File: src/rtl/digit_step_ctrl.sv
// digit_step_ctrl: holds a 3-bit digit that steps on prescaler ticks or debounced button presses
module digit_step_ctrl #(
  parameter int DIV       = 5_000_000,
  parameter int DB_CYCLES = 20,
  parameter int MAXV      = 7
) (
  input  logic       clk,
  input  logic       rst_n,
  input  logic       en,
  input  logic       dir,
  input  logic       btn_step,
  input  logic       load,
  input  logic [2:0] load_val,
  output logic [2:0] b,
  output logic       tick,
  output logic       wrap
);
  localparam int PW = $clog2(DIV);
  localparam int CW = $clog2(DB_CYCLES + 1);
  localparam logic [2:0] MX = 3'(MAXV);
  logic [PW-1:0] pre_q, pre_d;
  logic [CW-1:0] cnt_q, cnt_d;
  logic [2:0] b_q, b_d;
  logic s1_q, s2_q, acc_q, acc_d, accp_q, tick_q, wrap_q, wrap_d;
  logic tick_i, btn_i, step, differ, flip, at_end;
  // prescaler: free-runs while enabled, holds its count when disabled
  always_comb begin
    tick_i = en && pre_q == PW'(DIV - 1);
    pre_d  = en ? (tick_i ? '0 : pre_q + PW'(1)) : pre_q;
  end
  // debouncer: accept a new level once the synchronised input has differed long enough
  always_comb begin
    differ = s2_q != acc_q;
    flip   = differ && cnt_q == CW'(DB_CYCLES - 1);
    acc_d  = acc_q ^ flip;
    cnt_d  = (differ && !flip) ? cnt_q + CW'(1) : '0;
    btn_i  = acc_q & ~accp_q;
  end
  // digit update: load beats step beats hold, wrapping explicitly at the range ends
  always_comb begin
    step   = tick_i | btn_i;
    at_end = dir ? b_q == MX : b_q == 3'd0;
    b_d    = load ? (load_val > MX ? MX : load_val) :
             !step ? b_q :
             at_end ? (dir ? 3'd0 : MX) :
             dir ? b_q + 3'd1 : b_q - 3'd1;
    wrap_d = !load && step && at_end;
  end
  // state registers, cleared asynchronously
  always_ff @(posedge clk or negedge rst_n) begin
    if (!rst_n) begin
      pre_q  <= '0;
      cnt_q  <= '0;
      s1_q   <= 1'b0;
      s2_q   <= 1'b0;
      acc_q  <= 1'b0;
      accp_q <= 1'b0;
      b_q    <= 3'd0;
      tick_q <= 1'b0;
      wrap_q <= 1'b0;
    end else begin
      pre_q  <= pre_d;
      cnt_q  <= cnt_d;
      s1_q   <= btn_step;
      s2_q   <= s1_q;
      acc_q  <= acc_d;
      accp_q <= acc_q;
      b_q    <= b_d;
      tick_q <= tick_i;
      wrap_q <= wrap_d;
    end
  end
  assign b    = b_q;
  assign tick = tick_q;
  assign wrap = wrap_q;
endmodule
File: config.mk
export PLATFORM = sky130hd
export DESIGN_NAME = digit_step_ctrl
export DESIGN_NICKNAME = d
export VERILOG_FILES = /design/src/rtl/digit_step_ctrl.sv
export SDC_FILE = /design/constraint.sdc
export NUM_CORES = 1
export LEC_CHECK = 0
export CORE_ASPECT_RATIO = 1.1
export CORE_UTILIZATION = 35
export CTS_CLUSTER_DIAMETER = 150
export CTS_CLUSTER_SIZE = 20
export DETAILED_ROUTE_END_ITERATION = 10
export GPL_ROUTABILITY_DRIVEN = 1
export MAX_ROUTING_LAYER = met4
export PLACE_DENSITY = 0.54
export RECOVER_POWER = 25
export SLEW_MARGIN = 20
export SYNTH_ARGS = -nofsm -noshare
export SYNTH_HDL_FRONTEND = slang
export SYNTH_SLANG_ARGS = --single-unit
export TNS_END_PERCENT = 50
File: constraint.sdc
create_clock -name clk -period 2.5 [get_ports clk]
set_input_delay 0.375 -clock clk [delete_from_list [all_inputs] [get_ports clk]]
set_output_delay 0.375 -clock clk [all_outputs]
set_load 0.02 [all_outputs]
## Yosys cells after proc, flatten, opt, wreduce, memory -nomap -nowiden

Index checks and enable logic that the tools add are counted.

| word-level totals | value |
|---|---|
| register bits after elaboration | 37 |
| input bits | 9 |
| output and inout bits | 5 |
| logic and storage cells | 40 |

| cells by class | value |
|---|---|
| $add $sub $neg | 4 |
| $lt $le $gt $ge | 1 |
| equality and inequality tests | 4 |
| muxes and demuxes | 9 |
| bitwise gates (word level) | 4 |
| reduce and logical (&&, ||, !) cells | 9 |

Operators by type and width:

| operator | number |
|---|---|
| $add A23 B1 Y23 const B | 1 |
| $eq A23 B23 Y1 const B | 1 |
| $mux W23 | 1 |
| $mux W3 | 6 |
| $add A5 B1 Y5 const B | 1 |
| $eq A5 B5 Y1 const B | 1 |
| $logic_and A1 B1 Y1 | 5 |
| $mux W5 | 1 |
| $add A3 B1 Y3 const B | 1 |
| $eq A3 B3 Y1 const B | 1 |
| $gt A3 B3 Y1 const B | 1 |
| $logic_not A3 Y1 | 1 |
| $sub A3 B1 Y3 const B | 1 |
| $logic_not A1 Y1 | 2 |
| $reduce_bool A2 Y1 | 1 |
| $and A1 B1 Y1 | 1 |
| $mux W1 | 1 |
| $ne A1 B1 Y1 | 1 |
| $not A1 Y1 | 1 |
| $or A1 B1 Y1 | 1 |
| $xor A1 B1 Y1 | 1 |

## Longest topological paths before layout

Gate-level depths: netlist (run 1).

| depth | value |
|---|---|
| depth in word-level cells | 5 |
| depth in mapped cells | 8 |
| mapped depth without buffers | 7 |

## Least setup slack after synthesis (run 1)

No wires, ideal clock.

| timing path | value |
|---|---|
| path type | flip-flop to flip-flop |
| start point | register pre_q[10] |
| end point | register b_q[1] (netlist: b[1]) |
| library setup time | 126 ps |
| arrival time | 2227 ps |
| data required time | 2374 ps |
| path slack | 147 ps |
| stages on the path, launching flop included | 6 |
| buffers on the path | 0 |
| period minus slack after synthesis | 2353 ps |
| cell sequence | dfrtp_1 -> or4b_4 -> or4_4 -> nor4_4 -> nor3_2 -> a221o_1 |

| between the ends | value |
|---|---|
| longest elaborated chain between the ends | 4 |

Ends and longest elaborated chain:

| element | RTL line | RTL |
|---|---|---|
| start: declaration | 21 | `logic [PW-1:0] pre_q, pre_d;` |
| start signal: assignment | 62 | `pre_q <= pre_d;` |
| $eq A23 B23 Y1 | 28 | `tick_i = en && pre_q == PW'(DIV - 1);` |
| $logic_and A1 B1 Y1 | 28 |  |
| $or A1 B1 Y1 | 41 | `step = tick_i \| btn_i;` |
| $reduce_bool A2 Y1 (no source line) | -- |  |
| end signal: assignment | 58 | `b_q <= 3'd0;` |
| end signal: assignment | 68 | `b_q <= b_d;` |
| end: declaration | 23 | `logic [2:0] b_q, b_d;` |

Every way passes these cells.
A chain may end at the register's enable or synchronous reset.

## Worst setup path in the final report (run 1)

| timing path | value |
|---|---|
| start point | register pre_q[10] |
| end point | register b_q[2] (netlist: b[2]) |

The elaborated chain is that of the path after synthesis.

==> reports/summary.txt, run 1 <==
Status - finished with violations
Comb power frac - 14.6%
Clock Sinks - 37
Via density - 5.15
Clock-pin transition on the worst setup and hold timing paths - 0.08 ns
Crit-path slowest cell - or4b_4
Max stage delay on crit path - 0.55 ns
Total nets after synthesis - 187
Initial Util - 36.3%
FF-to-FF setup slack - 0.14 ns
Fin nets - 211
Post-route antenna net violation count - 0
Share of cells above drive strength 1 - 12.0%
Flop pwr share - 54.8%
Net Sw Power - 398 uW
Routability Congestion - 0.827
Ys flop type - dfrtp_1
Antenna Cells - 0
Post-Syn Instances - 175
Drt initial violations - 43
DRC violations left - 0
Fin util - 42.9%
Pwr Total - 1350 uW
Post-CTS setup buffer count - 0
P_leak - 0.000941 uW
Hold Buf Count CTS - 0
# resized after CTS - 0
Sequential share of the synthesized area - 51.0%
Die ar. - 5480 um2
Slew of the pin with the lowest slew margin - 1.94 ns
CTS buffer count - 5
Critical path destination - b[2]
CP Cell Sequence - or4b_4 > or4_4 > nor4_4 > nor3_2 > a221o_1
Inst Count DP - 250
VDD IR max - 0.279 mV
I/O Pins - 14
Die Y - 77.5 um
Slew margin rel. - -29.5%
Largest net degree at the start of global routing - 38
Overall Global Routing Usage - 14.2%
Clock latency on the worst-skew pair - 0.28 ns
Tcrit/Tclk final - 94.2%
Final Skew - 0.00556 ns
Worst setup EP type - flop
Worst R2R End - b[2]
Stages on the worst setup path - 5
Root Buffer - clkbuf_8
Setup WS post-layout - 0.144 ns
FMAX - 424 MHz
H-tree depth - 2
RSZ-0062 raised after global routing - false
CP required - 2.67 ns
Crit path from - pre_q[10]
FF-to-FF path depth - 5
Routed Wire Length - 3410 um
CTS tree - built
Port bufs - 13
Startpoint Class - flop
Worst slack at placement - 0.117 ns
Area delta synth->final - 18.1%
Pwr Density - 629 nW/um2
Cell Area, Synth - 1810 um2
EDFF count, synth - 0
DPL Wire Length - 2570 um
Footprint of the multi-input gates - 843 um2
Mapped Avg Cell Area - 10.4 um2
Post-route minimum period - 2.36 ns
Slew Limit Fails - 38
CTS max path bufs - 2
#FFs+latches synth - 37
Top delay family on crit path - simple AND/OR/NAND/NOR gates
Endpoints failing setup - 0
Pint - 950 uW
Core footprint - 5000 um2
Initial antenna violation count - 0
Vias in the first global route - 1292
Worst Path Buf+Inv - 0
Die Span X - 70.6 um
Final Non-Filler Cells - 258
Synth async-reset ratio - 100%
Max-cap violations - 1
Setup CP Type - flop to flop
Most frequent cells in the layout - dfrtp_1, nor2_1, nand2_1
GRT overflow - 0
First-pass GRT wire length - 6000 um
Switching power share of the total - 29.5%
Rows - 27
Worst EP arrival - 2.53 ns
WL per Instance - 13.2 um
Sum Neg Setup Slack - 0 ns
Reg area - 926 um2
FF-to-FF Start - pre_q[10]
Most common cell after layout, fill and taps aside - dfrtp_1
Total number of vias - 1329
Failing checks - capacitance limit, slew limit
Synth Warn # - 0
Worst-path fanout max - 5
Fillcell total - 491
HP Class - flop to flop
Clock power frac - 30.6%
Unique cell type count in the Yosys netlist - 41
Final hold viol count - 0
DRT Pass-1 Iters - 4
[power groups by stage]
| stage | Sequential, uW | Clock, uW | Combinational (uW) |
|---|---|---|---|
| floorplan | 727 | 0 | 138 |
| global placement | 742 | 0 | 193 |
| detailed placement | 747 | 0 | 203 |
| CTS | 737 | 429 | 202 |
| global route | 751 | 451 | 223 |
| finish | 738 | 413 | 197 |
[per-stage QoR]
step                area, um2  hold WS (ns)
floorplan                1810        0.0794
global placement         2050         0.341
detailed placement       2050         0.350
CTS                      2140         0.217
global route             2140         0.396
finish                   2140         0.375
[metal layers]
metal | global-route usage (%) | vias up | share of wire, %
li1 | - | 662 | -
met1 | 17.3 | 643 | 46
met2 | 23.8 | 20 | 50
met3 | 3.38 | 4 | 3.2
met4 | 4.00 | 0 | 0.85
met5 | - | - | 0
[flip-flops by register name, indices dropped and copies added, names as in the netlist, named ones only]
name and count:
pre_q 23, cnt_q 5, s1_q 1, tick 1, b 3, accp_q 1, s2_q 1, wrap 1
[final cells by class]
class	count	area share, %
multi-input cells	127	39.3
clock inverters	3	1.05
well taps	58	3.39
repair buffers	21	8.58
clock buffers	5	3.21
flip-flops and latches	37	43.2
inverters	7	1.23
[cells by family after synthesis]
family | synth area share, %
flip-flops | 51.0
XOR/XNOR | 11.6
buffers and inverters | 2.48
multiplexers | 1.79
AO/OA/AOI/OAI | 6.69
AND/OR/NAND/NOR | 23.9
adder cells (fa/ha/maj) | 2.48
[cells in the mapped netlist (all sizes together), types with 2 or more instances]
master	count	area (um2)
or4b	2	23.8
xor2	14	123
and3	4	25.0
nand2b	2	12.5
a221o	2	20.0
nor4	5	46.3
nand4	8	50.1
a21oi	2	10.0
or3	2	12.5
mux2	2	22.5
nor3	7	40.0
nor2	21	78.8
xnor2	10	87.6
nand2	15	56.3
ha	2	25.0
dfrtp	37	926
a2111oi	2	17.5
inv	7	26.3
clkbuf	3	11.3
nand3	10	50.1
[worst min-delay path by stage]
stage | from | end | slack [ns] | depth (start not counted)
after floorplan | rst_n | async pin | 0.08 | 0
final | s1_q | s2_q | 0.38 | 0
after global routing | s1_q | s2_q | 0.40 | 0
after CTS | rst_n | pre_q[18] | 0.22 | 1
after detailed placement | s1_q | s2_q | 0.35 | 0
after global placement | s1_q | s2_q | 0.34 | 0
(Power assumes the default switching activity.)
==> run 2, diff against run 1 <==
GPL_ROUTABILITY_DRIVEN = 0   (was 1)
==> results of run 2 <==
Same layout as run 1: the final DEF is identical, and so are final timing and power.
